===== config.mk =====
export PLATFORM = sky130hd
export DESIGN_NAME = branch_ctrl
export DESIGN_NICKNAME = d
export VERILOG_FILES = /design/src/rtl/branch_ctrl.sv
export SDC_FILE = /design/constraint.sdc
export NUM_CORES = 1
export LEC_CHECK = 0
export ABC_AREA = 1
export BUFFER_PORTS_ARGS = -buffer_cell sky130_fd_sc_hd__buf_2
export CORE_MARGIN = 4
export CORE_UTILIZATION = 55
export CTS_CLUSTER_DIAMETER = 30
export CTS_CLUSTER_SIZE = 10
export DETAILED_ROUTE_END_ITERATION = 16
export GPL_TIMING_DRIVEN = 0
export PLACE_DENSITY = 0.92
export SYNTH_ARGS = -nofsm -noshare
export SYNTH_HDL_FRONTEND = slang
export SYNTH_SLANG_ARGS = --single-unit

===== constraint.sdc =====
create_clock -name clk -period 2.8 [get_ports clk]
set_clock_uncertainty 0.2 [all_clocks]
set_input_delay 0.14 -clock clk [delete_from_list [all_inputs] [get_ports clk]]
set_output_delay 0.14 -clock clk [all_outputs]
set_load 0.05 [all_outputs]

===== src/rtl/branch_ctrl.sv =====
// branch_ctrl: resolves one decoded B-type branch at a time using a shared ALU.
//   IDLE : waits for br_valid, latches the branch operands.
//   CMP  : drives the compare through the shared ALU and registers taken/illegal.
//   TGT  : reuses the ALU adder for pc + (taken ? imm : 4), registers target/misalign.
//   RESP : presents the redirect until the consumer accepts it.
// Ports:
//   clk, rst_n                  clock, asynchronous active-low reset
//   br_valid/br_ready, br_*     branch request handshake and payload
//   alu_op/alu_cmp_op/alu_a/b   shared ALU drive
//   alu_result, alu_cmp_flag    combinational ALU response
//   flush                       synchronous kill of any in-flight branch
//   redir_valid/redir_ready     redirect handshake; redir_* payload is zero while invalid
//   taken_cnt                   count of accepted taken redirects (wraps)
module branch_ctrl #(
    parameter int XLEN = 32
) (
    input  logic            clk,
    input  logic            rst_n,
    input  logic            br_valid,
    output logic            br_ready,
    input  logic [XLEN-1:0] br_pc,
    input  logic [XLEN-1:0] br_imm,
    input  logic [XLEN-1:0] br_rs1_val,
    input  logic [XLEN-1:0] br_rs2_val,
    input  logic [3:0]      br_alu_op,
    input  logic [2:0]      br_cmp_op,
    output logic [3:0]      alu_op,
    output logic [2:0]      alu_cmp_op,
    output logic [XLEN-1:0] alu_a,
    output logic [XLEN-1:0] alu_b,
    input  logic [XLEN-1:0] alu_result,
    input  logic            alu_cmp_flag,
    input  logic            flush,
    output logic            redir_valid,
    input  logic            redir_ready,
    output logic            redir_taken,
    output logic            redir_illegal,
    output logic            redir_misalign,
    output logic [XLEN-1:0] redir_target,
    output logic [31:0]     taken_cnt
);
    localparam logic [3:0] ALU_ADD     = 4'h0;
    localparam logic [3:0] ALU_NOP     = 4'hF;
    localparam logic [2:0] ALU_CMP_NOP = 3'h0;

    typedef enum logic [1:0] {IDLE, CMP, TGT, RESP} state_t;

    typedef struct packed {
        logic [XLEN-1:0] pc;
        logic [XLEN-1:0] imm;
        logic [XLEN-1:0] rs1;
        logic [XLEN-1:0] rs2;
        logic [3:0]      alu_op;
        logic [2:0]      cmp_op;
    } br_req_t;

    state_t          state;
    br_req_t         req;
    logic            taken_q;
    logic            illegal_q;
    logic            misalign_q;
    logic            vld_q;
    logic [XLEN-1:0] target_q;
    logic            cmp_illegal;

    assign cmp_illegal = (req.cmp_op == ALU_CMP_NOP);

    always_ff @(posedge clk or negedge rst_n) begin
        if (!rst_n) begin
            state      <= IDLE;
            req        <= '0;
            taken_q    <= 1'b0;
            illegal_q  <= 1'b0;
            misalign_q <= 1'b0;
            vld_q      <= 1'b0;
            target_q   <= '0;
            taken_cnt  <= '0;
        end else if (flush) begin
            // Kill wins over both handshakes; the counter is left untouched.
            state      <= IDLE;
            taken_q    <= 1'b0;
            illegal_q  <= 1'b0;
            misalign_q <= 1'b0;
            vld_q      <= 1'b0;
            target_q   <= '0;
        end else begin
            case (state)
                IDLE: begin
                    if (br_valid) begin
                        req.pc     <= br_pc;
                        req.imm    <= br_imm;
                        req.rs1    <= br_rs1_val;
                        req.rs2    <= br_rs2_val;
                        req.alu_op <= br_alu_op;
                        req.cmp_op <= br_cmp_op;
                        taken_q    <= 1'b0;
                        illegal_q  <= 1'b0;
                        misalign_q <= 1'b0;
                        target_q   <= '0;
                        state      <= CMP;
                    end
                end
                CMP: begin
                    // An unused compare slot is illegal and never redirects.
                    illegal_q <= cmp_illegal;
                    taken_q   <= alu_cmp_flag & ~cmp_illegal;
                    state     <= TGT;
                end
                TGT: begin
                    target_q   <= alu_result;
                    misalign_q <= taken_q & (alu_result[1:0] != 2'b00);
                    vld_q      <= 1'b1;
                    state      <= RESP;
                end
                RESP: begin
                    if (redir_ready) begin
                        vld_q <= 1'b0;
                        state <= IDLE;
                        if (taken_q) taken_cnt <= taken_cnt + 32'd1;
                    end
                end
                default: state <= IDLE;
            endcase
        end
    end

    // Shared ALU drive is a pure decode of the registered state.
    always_comb begin
        alu_op     = ALU_NOP;
        alu_cmp_op = ALU_CMP_NOP;
        alu_a      = '0;
        alu_b      = '0;
        case (state)
            CMP: begin
                alu_op     = req.alu_op;
                alu_cmp_op = req.cmp_op;
                alu_a      = req.rs1;
                alu_b      = req.rs2;
            end
            TGT: begin
                alu_op = ALU_ADD;
                alu_a  = req.pc;
                alu_b  = taken_q ? req.imm : XLEN'(4);
            end
            default: ;
        endcase
    end

    assign br_ready       = (state == IDLE) & ~flush;
    assign redir_valid    = vld_q;
    assign redir_taken    = vld_q & taken_q;
    assign redir_illegal  = vld_q & illegal_q;
    assign redir_misalign = vld_q & misalign_q;
    assign redir_target   = vld_q ? target_q : '0;

endmodule


== Word-level counts from Yosys, hierarchy flattened ==
Cells that the tools add are included.

* Register bits after elaboration: 205
* Output and inout bits: 140
* Logic and storage cells: 62
* Bits of input ports: 173

* Bitwise logic cells: 8
* Reduce and logical (&&, ||, !) cells: 12
* Mux-type cells: 23
* $add $sub $neg: 1
* Eq/ne operators: 5

{| class="wikitable"
|+ Operators with widths
! cell !! number
|-
| 32-bit one-hot mux with 2 select lines || 3
|-
| 32-bit 2-to-1 mux || 4
|-
| 32-bit by 1-bit adder with 32-bit output, second input constant || 1
|-
| 3-bit nonzero test || 3
|-
| 1-bit one-hot mux with 2 select lines || 4
|-
| 2-bit one-hot mux with 4 select lines || 1
|-
| 4-bit one-hot mux with 2 select lines || 1
|-
| 2-bit AND reduction || 4
|-
| 1-bit bitwise AND || 6
|-
| 1-bit 2-to-1 mux || 6
|-
| 2-bit 2-to-1 mux || 3
|-
| 3-bit inequality test, second input constant || 2
|-
| 2-bit == test, second input constant || 2
|-
| 4-bit AND reduction || 1
|-
| 3-bit zero test || 1
|-
| 3-bit 2-to-1 mux || 1
|-
| 3-bit AND reduction || 1
|-
| 2-bit by 1-bit == test with 1-bit output, second input constant || 1
|-
| 2-bit zero test || 1
|-
| 1-bit NOT || 2
|-
| 2-bit nonzero test || 1
|}

== Longest topological paths before layout ==
Gate-level depths: netlist of run 1.

* Depth in word-level cells: 5
* Depth in mapped cells: 9
* Depth with buffers taken out: 9

== Worst setup path before layout of run 1 ==
No wires, ideal clock.

* Kind: register -> output
* From: register state[0]
* To: output port alu_b[2]
* Cell stages (with the launch flop): 7
* Slack: 0.402 ns
* Data arrival time: 2.058 ns
* Cells stage by stage: dfrtp_1 inv_1 ha_1 buf_2 buf_1 o21ai_0 a21oi_1

* Word-level cells in the longest chain between the ends: 2
* Elaborated cells on any way between the ends: 3

{| class="wikitable"
|+ RTL lines
! item !! line !! source
|-
| start, declared || 57 || <nowiki>state_t state;</nowiki>
|-
| start signal, assigned || 70 || <nowiki>state <= IDLE;</nowiki>
|-
| start signal, assigned || 80 || <nowiki>state <= IDLE;</nowiki>
|-
| start signal, assigned || 100 || <nowiki>state <= CMP;</nowiki>
|-
| 2-bit == test / 2-bit by 1-bit == test with 1-bit output (equally long branches) || 133 || <nowiki>case (state)</nowiki>
|-
| 32-bit one-hot mux with 2 select lines * || 133 ||
|-
| end, declared || 30 || <nowiki>output logic [XLEN-1:0] alu_b,</nowiki>
|}

Every way passes the cells marked *; elsewhere a longest branch is shown, timed or not.

== Worst setup path in the final report of run 1 ==
* From: register state[0]
* To: output port alu_b[28]

Same word-level chain as after synthesis.

==> summary.md, run 1 <==
| Metric | Value |
|---|---|
| Result of the run | `complete, no violations` |
| Overall die height | `144.8 µm` |
| F_max | `361.0 MHz` |
| Worst hold slack | `40.78 ps` |
| Final critical-path share of the clock period | `0.9894` |
| Startpoint class of the critical path | `flop` |
| Number of standard-cell rows in the floorplan | `a little under 50` |
| Clock buffer count from CTS | `43` |
| Post-route ant nets | `0` |
| Fraction of layout instances using a drive strength above 1 | `0.3736` |
| Maximum buffer depth of the clock tree | `3` |
| Remaining Overflow, GRT | `0` |
| Via count of the first global-routing pass | `~12000` |
| Post-CTS setup buffer count | `0` |
| Average via count per standard cell | `roughly 6.0` |
| Root buffer cell | `sky130_fd_sc_hd__clkbuf_16` |
| Antenna violations before repair | `2` |
| Predominant post-synthesis flop cell | `sky130_fd_sc_hd__dfrtp_1` |
| Final weighted congestion of routability-driven global placement | `between 0.9 and 1` |
| Top cell type's share of synthesized area | `0.4981` |
| Slew Viols, Final | `0` |
| # IOs | `about 310` |
| Worst-case vdd ir drop | `about 0.00073 V` |
| Top fanout value on the critical path | `10` |
| Port Buf Inserts | `between 300 and 400` |
| Total routing usage reported by global routing | `0.4127` |
| Count of distinct cell types in the synthesized netlist | `38` |
| First-pass GRT wire length | `roughly 66000 µm` |
| Post-Synthesis Net Count | `~1200` |
| Routed len/inst | `approximately 25 µm` |
| Die Span X | `about 140 µm` |
| Total power | `between 0.015 and 0.02 W` |
| Drt total wl | `~44000 µm` |
| HPWL after DPL | `about 22000 µm` |
| Number of warnings printed during yosys synthesis | `0` |
| Later-pin clock latency in the skew report | `510 ps` |
| Growth of design area from synthesis to finish | `51.43%` |
| Gate Count Post-Synth | `roughly 1000` |
| Worst slew pin tran | `744.9 ps` |
| Area of the core | `18210 µm²` |
| Synthesized cell area | `10300 µm²` |
| H-Tree Level Count | `2` |
| Sequential area share after synthesis | `0.4981` |
| Top post-synthesis cells by area | `sky130_fd_sc_hd__dfrtp_1 (50%), sky130_fd_sc_hd__mux2_4 (17%), sky130_fd_sc_hd__nand2_1 (7.8%)` |
| Critical path capture point type | `output pin` |
| Fin crit period | `roughly 2800 ps` |
| Worst path required time | `approximately 2500 ps` |
| Number of vias in the routed layout | `roughly 11000` |
| Final hold violation count | `0` |
| CTS tree | `built` |
| Normalized max-slew margin | `0.5034` |
| Post-synth EDFFs | `0` |
| Async set-or-reset flop fraction in the synthesized netlist | `1.000` |
| Clock edge transition at the registers on the reported setup and hold paths | `50 ps` |
| Filler cell count | `777` |
| Max Cap Viol | `0` |
| Iteration count of the initial detailed-routing pass | `5` |
| Worst hold path type | `primary input to async pin` |
| Total leakage power | `roughly 8 nW` |
| Starting DRT DRC Count | `about 1100` |
| Maximum number of pins on one net before global-route repair | `between 100 and 150` |
| Effective utilization at floorplan | `0.5656` |
| # clock sinks | `205` |
| Die Footprint | `approximately 21000 µm²` |
| Post-Synthesis Mean Instance Area | `10.26 µm²` |
| Power per Cell Area | `slightly above 1000 nW/µm²` |
| Synthesis-stage register bit count | `205` |
| Post-route DRC | `0` |
| Leading area contributor after synthesis | `sky130_fd_sc_hd__dfrtp_1` |
| Data arrival time of the worst path | `between 2000 and 2500 ps` |
| Utilization after layout | `0.8565` |
| Number of endpoints failing setup at the final stage | `0` |
| CP Class | `flop to output pin` |
| Final net count | `about 1700` |
==> worst paths after layout <==
| kind | from | cells after the start | end | slack [ps] |
|---|---|---|---|---|
| worst max-delay path | state[0] | 7 | alu_b[28] | 30 |
| worst min-delay path | rst_n | 2 | taken_cnt[27] | 40 |
| worst max register to register | state[1] | 7 | taken_q | 210 |
| max in group asynchronous | rst_n | 3 | req[113] | 1380 |
| min in group clk | br_imm[18] | 3 | req[89] | 210 |
| worst min register to register | req[90] | 1 | req[90] | 310 |
==> where the power goes <==
group	total [W]	internal, W	switching (W)
Sequential	0.00501	0.00405	0.000957
Clock	0.00536	0.00363	0.00173
Combinational	0.00574	0.00231	0.00343
==> stage by stage <==
step           cells  TNS, ps  area [µm²]  setup slack (ps)
2_1_floorplan   1004        0       10300             402.2
3_3_place_gp    1545  -397540       12150             -1958
3_5_place_dp    1546   -55.60       12180            -55.31
4_1_cts         1800        0       15510             6.056
5_1_grt         1802   -62.13       15590            -35.19
6_report        1804        0       15600             29.81
==> what timing repair did <==
| action | CTS | global route |
|---|---|---|
| endpoints found under the hold margin | 277 | 0 |
| setup endpoints to repair | 70 | 64 |
| resized for setup | 25 | 45 |
| hold buffers | 177 | 0 |
| pin swaps | 0 | 0 |
==> final cells by class <==
| class | count | area [µm²] | share of cell area |
|---|---|---|---|
| multi-input combinational | 631 | 4340 | 0.2783 |
| clock inverter | 25 | 329.1 | 0.02110 |
| clock buffer | 52 | 1180 | 0.07566 |
| timing repair buffer | 490 | 3418 | 0.2192 |
| inverter | 114 | 427.9 | 0.02744 |
| tap | 229 | 286.5 | 0.01837 |
| buffer | 54 | 473.0 | 0.03033 |
| antenna | 4 | 10.01 | 0.0006418 |
| sequential | 205 | 5130 | 0.3289 |
==> worst max-delay path, stage by stage (launching register included) <==
cell and delay, ps:
sky130_fd_sc_hd__dfrtp_1 430, sky130_fd_sc_hd__inv_1 130, sky130_fd_sc_hd__ha_2 270, sky130_fd_sc_hd__buf_6 200
sky130_fd_sc_hd__buf_4 220, sky130_fd_sc_hd__nand3_1 140, sky130_fd_sc_hd__a21oi_2 280, sky130_fd_sc_hd__buf_4 240
==> state kept, by name, indices dropped and copies added (netlist names) <==
signal / count
req: 135
misalign_q: 1
target_q: 32
redir_valid: 1
taken_q: 1
taken_cnt: 32
state: 2
illegal_q: 1
==> kinds of logic (layout without fill, tap and decap cells) <==
| group | Yosys count | in the layout | synth area share |
|---|---|---|---|
| AO/OA/AOI/OAI | 110 | 110 | 0.05491 |
| XOR/XNOR | 19 | 19 | 0.01616 |
| adder cells (fa/ha/maj) | 5 | 5 | 0.006075 |
| buffers and inverters | 168 | 735 | 0.08249 |
| flip-flops | 205 | 205 | 0.4981 |
| multiplexers | 132 | 132 | 0.1859 |
| other | 0 | 4 | 0 |
| AND/OR/NAND/NOR | 365 | 365 | 0.1564 |
==> cell usage after synthesis, types with 3 or more instances <==
library cell	count
sky130_fd_sc_hd__nor2_1	37
sky130_fd_sc_hd__nand2_2	3
sky130_fd_sc_hd__buf_12	10
sky130_fd_sc_hd__mux2_2	18
sky130_fd_sc_hd__buf_4	5
sky130_fd_sc_hd__nand2_1	215
sky130_fd_sc_hd__nand3_1	81
sky130_fd_sc_hd__clkbuf_1	24
sky130_fd_sc_hd__a21oi_1	71
sky130_fd_sc_hd__buf_1	8
sky130_fd_sc_hd__o21ai_0	35
sky130_fd_sc_hd__xor2_1	10
sky130_fd_sc_hd__buf_6	3
sky130_fd_sc_hd__ha_1	5
sky130_fd_sc_hd__inv_1	112
sky130_fd_sc_hd__buf_2	3
sky130_fd_sc_hd__dfrtp_1	205
sky130_fd_sc_hd__nor2_2	3
sky130_fd_sc_hd__mux2_4	114
sky130_fd_sc_hd__nand4_1	10
sky130_fd_sc_hd__xnor2_1	9
==> cells in the final DEF (no fill, tap or decap), drive strengths merged, types with 9 or more instances in the layout <==
master	instances
buf	333
nand2	219
dfrtp	205
dlygate4sd3	177
mux2	132
inv	115
clkbuf	86
nand3	83
a21oi	71
nor2	43
o21ai	35
clkinv	13
nand4	10
xor2	10
xnor2	9
==> layer usage <==
layer / wire length [µm] / part of all wire / GRT usage / vias to the layer above
li1: - / - / - / 4344
met1: 14540 / 0.33 / 0.4484 / 5157
met2: 21480 / 0.48 / 0.6988 / 1041
met3: 4961 / 0.11 / 0.1180 / 306
met4: 3500 / 0.079 / 0.2784 / 0
met5: 0 / 0 / 0 / -
No activity file was read; power rests on OpenSTA's default activity.
==> inputs of run 2 (changes only) <==
--- a/config.mk
+++ b/config.mk
@@ -6,14 +6,14 @@
 export NUM_CORES = 1
 export LEC_CHECK = 0
 export ABC_AREA = 1
-export BUFFER_PORTS_ARGS = -buffer_cell sky130_fd_sc_hd__buf_2
+export BUFFER_PORTS_ARGS = -buffer_cell sky130_fd_sc_hd__buf_4
 export CORE_MARGIN = 4
 export CORE_UTILIZATION = 55
 export CTS_CLUSTER_DIAMETER = 30
 export CTS_CLUSTER_SIZE = 10
 export DETAILED_ROUTE_END_ITERATION = 16
 export GPL_TIMING_DRIVEN = 0
-export PLACE_DENSITY = 0.92
+export PLACE_DENSITY = 0.85
 export SYNTH_ARGS = -nofsm -noshare
 export SYNTH_HDL_FRONTEND = slang
 export SYNTH_SLANG_ARGS = --single-unit
==> summary.md, run 2 (synthesis gave the netlist of run 1 again) <==
| Metric | Value |
|---|---|
| Maximum buffer depth of the clock tree | `3` |
| Worst slew pin tran | `757.2 ps` |
| Final critical-path share of the clock period | `0.9920` |
| # clock sinks | `slightly above 200` |
| Largest reg by FF count | `req` |
| Overall die height | `between 100 and 150 µm` |
| Delay of the slowest cell on the worst path | `approximately 420 ps` |
| Worst-case vdd ir drop | `roughly 0.00077 V` |
| Slowest cell on the critical path | `sky130_fd_sc_hd__dfrtp_1` |
| Fin crit period | `2778 ps` |
| Combined buffer and inverter count along the critical path | `3` |
| Worst hold path type | `primary input to async pin` |
| HPWL after DPL | `approximately 22000 µm` |
| Post-placement cell count | `around 1500` |
| Number of vias in the routed layout | `around 11000` |
| Starting DRT DRC Count | `approximately 960` |
| Met2 Wirelength | `approximately 22000 µm` |
| Remaining Overflow, GRT | `0` |
| Commonest non-fill, non-tap cell in the layout | `sky130_fd_sc_hd__buf_4` |
| Total routing usage reported by global routing | `0.3954` |
| Filler cell count | `around 650` |
| Port Buf Inserts | `~310` |
| Highest routed metal layer | `met4` |
| Post-route ant nets | `0` |
| Worst hold slack | `~48 ps` |
| Final instance count without filler cells | `about 1800` |
| Top fanout value on the critical path | `10` |
| Drt total wl | `44010 µm` |
| Number of endpoints failing setup at the final stage | `0` |
| Maximum number of pins on one net before global-route repair | `between 100 and 150` |
| CTS tree | `built` |
| Routed len/inst | `about 24 µm` |
| H-Tree Level Count | `2` |
| Normalized max-slew margin | `0.4952` |
| Number of standard-cell rows in the floorplan | `approximately 50` |
| Slew Viols, Final | `0` |
| Detail Route met3 WL | `about 4600 µm` |
| Average via count per standard cell | `just under 6` |
| Register-to-register path setup slack | `between 150 and 200 ps` |
| Fraction of layout instances using a drive strength above 1 | `0.3716` |
| Final hold violation count | `0` |
| Routed metal-1 wire length | `approximately 14000 µm` |
| Area of all sequential standard cells | `~5100 µm²` |
| CP Class | `flop to output pin` |
| Die Span X | `approximately 140 µm` |
| Growth of design area from synthesis to finish | `59.91%` |
| Total power | `between 0.015 and 0.02 W` |
| Total leakage power | `about 8.3 nW` |
| Final weighted congestion of routability-driven global placement | `around 0.88` |
| Later-pin clock latency in the skew report | `~530 ps` |
| F_max | `360.0 MHz` |
| Clock buffer count from CTS | `44` |
| Die Footprint | `between 20000 and 25000 µm²` |
| Critical path's top delay family | `buffers and inverters` |
| Flip-flop count of the largest register after layout | `135` |
| Critical path capture point type | `output pin` |
| Max Cap Viol | `0` |
| Registers with the highest flip-flop counts | `req (135), taken_cnt (32), target_q (32)` |
| First-pass GRT wire length | `roughly 63000 µm` |
| Startpoint class of the critical path | `flop` |
| Via count of the first global-routing pass | `11370` |
| Effective utilization at floorplan | `0.5656` |
| Ordered cell list for the critical path | `inv_1 -> ha_2 -> clkbuf_2 -> nand3_1 -> a21oi_1 -> buf_4` |
| Final net count | `about 1700` |
| Antenna violations before repair | `1` |
| Area of the core | `between 15000 and 20000 µm²` |
| Multi-input gate area in the final layout | `4325 µm²` |
| Result of the run | `complete, no violations` |
| Clock edge transition at the registers on the reported setup and hold paths | `around 50 ps` |
| Highest-count cells in the layout ignoring fill and taps | `sky130_fd_sc_hd__buf_4 (317), sky130_fd_sc_hd__nand2_1 (215), sky130_fd_sc_hd__dfrtp_1 (205)` |
| Root buffer cell | `sky130_fd_sc_hd__clkbuf_16` |
| Worst path required time | `between 2000 and 2500 ps` |
| Iteration count of the initial detailed-routing pass | `5` |
| Data arrival time of the worst path | `between 2000 and 2500 ps` |
| Power per Cell Area | `approximately 1000 nW/µm²` |
| # IOs | `313` |
| Post-route DRC | `0` |
run 2: through the flow:
| stage | utilization | setup TNS, ps | worst slack, ps | cell area, µm² |
|---|---|---|---|---|
| finish | 0.9044 | 0 | 22.47 | 16470 |
| global placement | 0.7100 | -4923 | -38.70 | 12930 |
| detailed placement | 0.7119 | 0 | 170.3 | 12960 |
| floorplan | - | 0 | 402.2 | 10300 |
| CTS | 0.9024 | 0 | 4.579 | 16430 |
| global route | 0.9043 | -62.47 | -57.55 | 16470 |
run 2: area by class of cell:
class / count / area share
Antenna cell: 2 / 0.0003039
Buffer: 54 / 0.02849
Clock buffer: 51 / 0.07157
Clock inverter: 31 / 0.02933
Inverter: 114 / 0.02598
Multi-Input combinational cell: 631 / 0.2627
Sequential cell: 205 / 0.3115
Tap cell: 229 / 0.01740
Timing Repair Buffer: 491 / 0.2528
run 2: timing repair:
action	4_1_cts	5_1_grt
pin swaps	0	1
gates resized for setup	17	21
endpoints found under the hold margin	278	0
setup buffers	0	0
hold buffers	178	0
setup endpoints to repair	70	46
run 2: final timing paths:
path	start	end	depth (start not counted)
worst max-delay path	state[0]	alu_b[16]	6
worst min-delay path	rst_n	taken_cnt[15]	2
worst max register to register	state[1]	taken_q	7
worst min register to register	taken_cnt[23]	taken_cnt[23]	2
max in group asynchronous	rst_n	req[85]	3
min in group clk	br_rs2_val[19]	req[26]	3
run 2: report_power, final:
part           total (W)  internal (W)  leakage (nW)  switching, W
Sequential       0.00504       0.00405          2.53      0.000987
Combinational    0.00597       0.00252          5.02       0.00345
Clock            0.00593       0.00406         0.795       0.00187
run 2: metal layers:
metal  GRT usage  up-vias
li1            -     4351
met1      0.4307     5199
met2      0.6845      924
met3      0.1035      275
met4      0.2479        0
met5           0        -
==> inputs of run 3 (changes only) <==
--- a/config.mk
+++ b/config.mk
@@ -5,7 +5,6 @@
 export SDC_FILE = /design/constraint.sdc
 export NUM_CORES = 1
 export LEC_CHECK = 0
-export ABC_AREA = 1
 export BUFFER_PORTS_ARGS = -buffer_cell sky130_fd_sc_hd__buf_4
 export CORE_MARGIN = 4
 export CORE_UTILIZATION = 55
@@ -13,7 +12,7 @@
 export CTS_CLUSTER_SIZE = 10
 export DETAILED_ROUTE_END_ITERATION = 16
 export GPL_TIMING_DRIVEN = 0
-export PLACE_DENSITY = 0.85
+export PLACE_DENSITY = 0.86
 export SYNTH_ARGS = -nofsm -noshare
 export SYNTH_HDL_FRONTEND = slang
 export SYNTH_SLANG_ARGS = --single-unit
==> summary.md, run 3 <==
| Metric | Value |
|---|---|
| Result of the run | `complete, no violations` |
| Maximum buffer depth of the clock tree | `3` |
| Average via count per standard cell | `6.078` |
| Fraction of layout instances using a drive strength above 1 | `0.4255` |
| CTS tree | `built` |
| F_max | `between 300 and 400 MHz` |
| Die Footprint | `about 19000 µm²` |
| Post-synth EDFFs | `0` |
| Ordered cell list for the critical path | `inv_1 -> ha_1 -> buf_4 -> and2_4 -> clkbuf_4 -> a22oi_1 -> nor2b_1 -> buf_6` |
| Post-Synthesis Net Count | `a little under 1000` |
| Critical path's top delay family | `buffers and inverters` |
| Leading area contributor after synthesis | `sky130_fd_sc_hd__dfrtp_1` |
| Commonest non-fill, non-tap cell in the layout | `sky130_fd_sc_hd__buf_4` |
| Maximum number of pins on one net before global-route repair | `118` |
| Delay of the slowest cell on the worst path | `400 ps` |
| Gate Count Post-Synth | `slightly below 800` |
| Top post-synthesis cells by area | `sky130_fd_sc_hd__dfrtp_1 (55%), sky130_fd_sc_hd__mux2_2 (16%), sky130_fd_sc_hd__a22oi_1 (5.1%)` |
| Remaining Overflow, GRT | `0` |
| Worst-case vdd ir drop | `between 0.0008 and 0.0009 V` |
| Post-route ant nets | `0` |
| Max Cap Viol | `0` |
| Overall die height | `roughly 140 µm` |
| Port Buf Inserts | `311` |
| Count of distinct cell types in the synthesized netlist | `33` |
| Drt total wl | `between 40000 and 50000 µm` |
| Fin crit period | `~2800 ps` |
| Utilization after layout | `0.9251` |
| Power per Cell Area | `1096 nW/µm²` |
| # clock sinks | `between 200 and 250` |
| Post-Route Setup TNS | `0 ps` |
| Top cell type's share of synthesized area | `0.5490` |
| H-Tree Level Count | `2` |
| Number of endpoints failing setup at the final stage | `0` |
| Highest-count cells in the layout ignoring fill and taps | `sky130_fd_sc_hd__buf_4 (309), sky130_fd_sc_hd__dfrtp_1 (205), sky130_fd_sc_hd__dlygate4sd3_1 (171)` |
| Filler cell count | `530` |
| Post-Synthesis Mean Instance Area | `roughly 12 µm²` |
| HPWL after DPL | `about 19000 µm` |
| Clock edge transition at the registers on the reported setup and hold paths | `approximately 60 ps` |
| Slew Viols, Final | `0` |
| Critical path capture point type | `output pin` |
| Root buffer cell | `sky130_fd_sc_hd__clkbuf_16` |
| Worst slew pin tran | `703.8 ps` |
| Via count of the first global-routing pass | `between 10000 and 15000` |
| Sequential area share after synthesis | `0.5490` |
| Async set-or-reset flop fraction in the synthesized netlist | `1.000` |
| Iteration count of the initial detailed-routing pass | `8` |
| Final net count | `1499` |
| First-pass GRT wire length | `60870 µm` |
| Data arrival time of the worst path | `2420 ps` |
| Post-route cell area | `roughly 15000 µm²` |
| Growth of design area from synthesis to finish | `64.77%` |
| Slowest cell on the critical path | `sky130_fd_sc_hd__dfrtp_1` |
| Total leakage power | `roughly 7.1 nW` |
| Number of vias in the routed layout | `9591` |
| Number of standard-cell rows in the floorplan | `47` |
| Final critical-path share of the clock period | `0.9868` |
| Final hold violation count | `0` |
| Number of warnings printed during yosys synthesis | `0` |
| Worst path required time | `2460 ps` |
| Later-pin clock latency in the skew report | `around 520 ps` |
| Placed Area | `11990 µm²` |
| Predominant post-synthesis flop cell | `sky130_fd_sc_hd__dfrtp_1` |
| Synthesis-stage register bit count | `between 200 and 250` |
| Normalized max-slew margin | `0.5308` |
| Antenna violations before repair | `2` |
| Post-route DRC | `0` |
| Starting DRT DRC Count | `around 860` |
| Combined buffer and inverter count along the critical path | `4` |
| Final weighted congestion of routability-driven global placement | `0.8388` |
| Routed len/inst | `about 26 µm` |
| Startpoint class of the critical path | `flop` |
| Synthesized cell area | `roughly 9300 µm²` |
| Most repeated cell in the gate-level netlist after synthesis | `sky130_fd_sc_hd__dfrtp_1` |
| # IOs | `around 310` |
| Most frequent cells after synthesis | `sky130_fd_sc_hd__dfrtp_1 (205), sky130_fd_sc_hd__mux2_2 (135), sky130_fd_sc_hd__nand2_1 (82)` |
| Clock buffer count from CTS | `between 40 and 50` |
| CP Class | `flop to output pin` |
| Flip-flop count of the largest register after layout | `135` |
| Top fanout value on the critical path | `10` |
| Total routing usage reported by global routing | `0.4053` |
| Registers with the highest flip-flop counts | `req (135), taken_cnt (32), target_q (32)` |
| Largest reg by FF count | `req` |
| Area of the core | `about 17000 µm²` |
| Die Span X | `roughly 140 µm` |
| Effective utilization at floorplan | `0.5615` |
| Worst hold path type | `primary input to async pin` |
==> run 3: report_power, final <==
group	switching [W]	internal [W]	total, W
clock	0.00185	0.00379	0.00565
sequential	0.000990	0.00405	0.00504
combinational	0.00373	0.00246	0.00618
total	0.00657	0.0103	0.0169
==> run 3: cell type report <==
type	count	area (µm²)	share of cell area
sequential	205	5130	0.3332
timing repair buffer	483	4096	0.2661
multi-input combinational	523	3941	0.2560
clock buffer	53	1227	0.07972
clock inverter	28	376.6	0.02446
buffer	55	310.3	0.02015
tap	220	275.3	0.01788
inverter	9	33.78	0.002194
antenna	2	5.005	0.0003251
==> run 3: worst reg2reg max path: cells and delay by family (launching register included) <==
kind	cells	cell delay (ps)
flops	1	380
simple gates	2	500
mux	1	420
buf+inv	3	840
fa+ha+maj	1	240
==> run 3: cell families after synthesis <==
group | after synthesis | share of synthesized area
simple gates | 240 | 0.1419
flops | 205 | 0.5490
mux | 136 | 0.1638
compound gates | 110 | 0.07780
buf+inv | 65 | 0.03080
xor+xnor | 32 | 0.02999
fa+ha+maj | 5 | 0.006695
==> run 3: worst paths after layout <==
check | startpoint | endpoint | slack (ps) | cells past startpoint
worst max-delay path | state[0] | alu_b[0] | 40 | 8
worst min-delay path | rst_n | req[92] | 1 | 2
worst max register to register | state[0] | req[85] | 90 | 7
worst min register to register | target_q[1] | target_q[1] | 270 | 2
max in group asynchronous | rst_n | taken_cnt[11] | 1370 | 3
min in group clk | br_valid | illegal_q | 20 | 5
==> run 3: what timing repair did <==
action,4_1_cts,5_1_grt
hold endpoints to repair,271,0
buffers inserted,0,0
gates resized for setup,23,33
endpoints found under the setup margin,70,49
hold buffers,171,0
==> run 3: stage by stage <==
step                      cells  setup slack, ps  hold WS [ps]  total power (W)
after floorplan             793            117.6        -355.6         0.008239
after global placement     1324           -26.29         150.0         0.009774
after detailed placement   1325           -12.86        -14.09         0.009964
after CTS                  1576            2.614         1.173          0.01591
after global routing       1578           -15.15         59.12          0.01724
final                      1578            36.87         1.375          0.01687
==> run 3: metal layers <==
layer / share of wire / vias up / global-route usage
met3: 0.11 / 249 / 0.1236
met5: 0 / - / 0
li1: - / 3828 / -
met4: 0.075 / 0 / 0.2168
met1: 0.32 / 4636 / 0.4465
met2: 0.49 / 878 / 0.7035
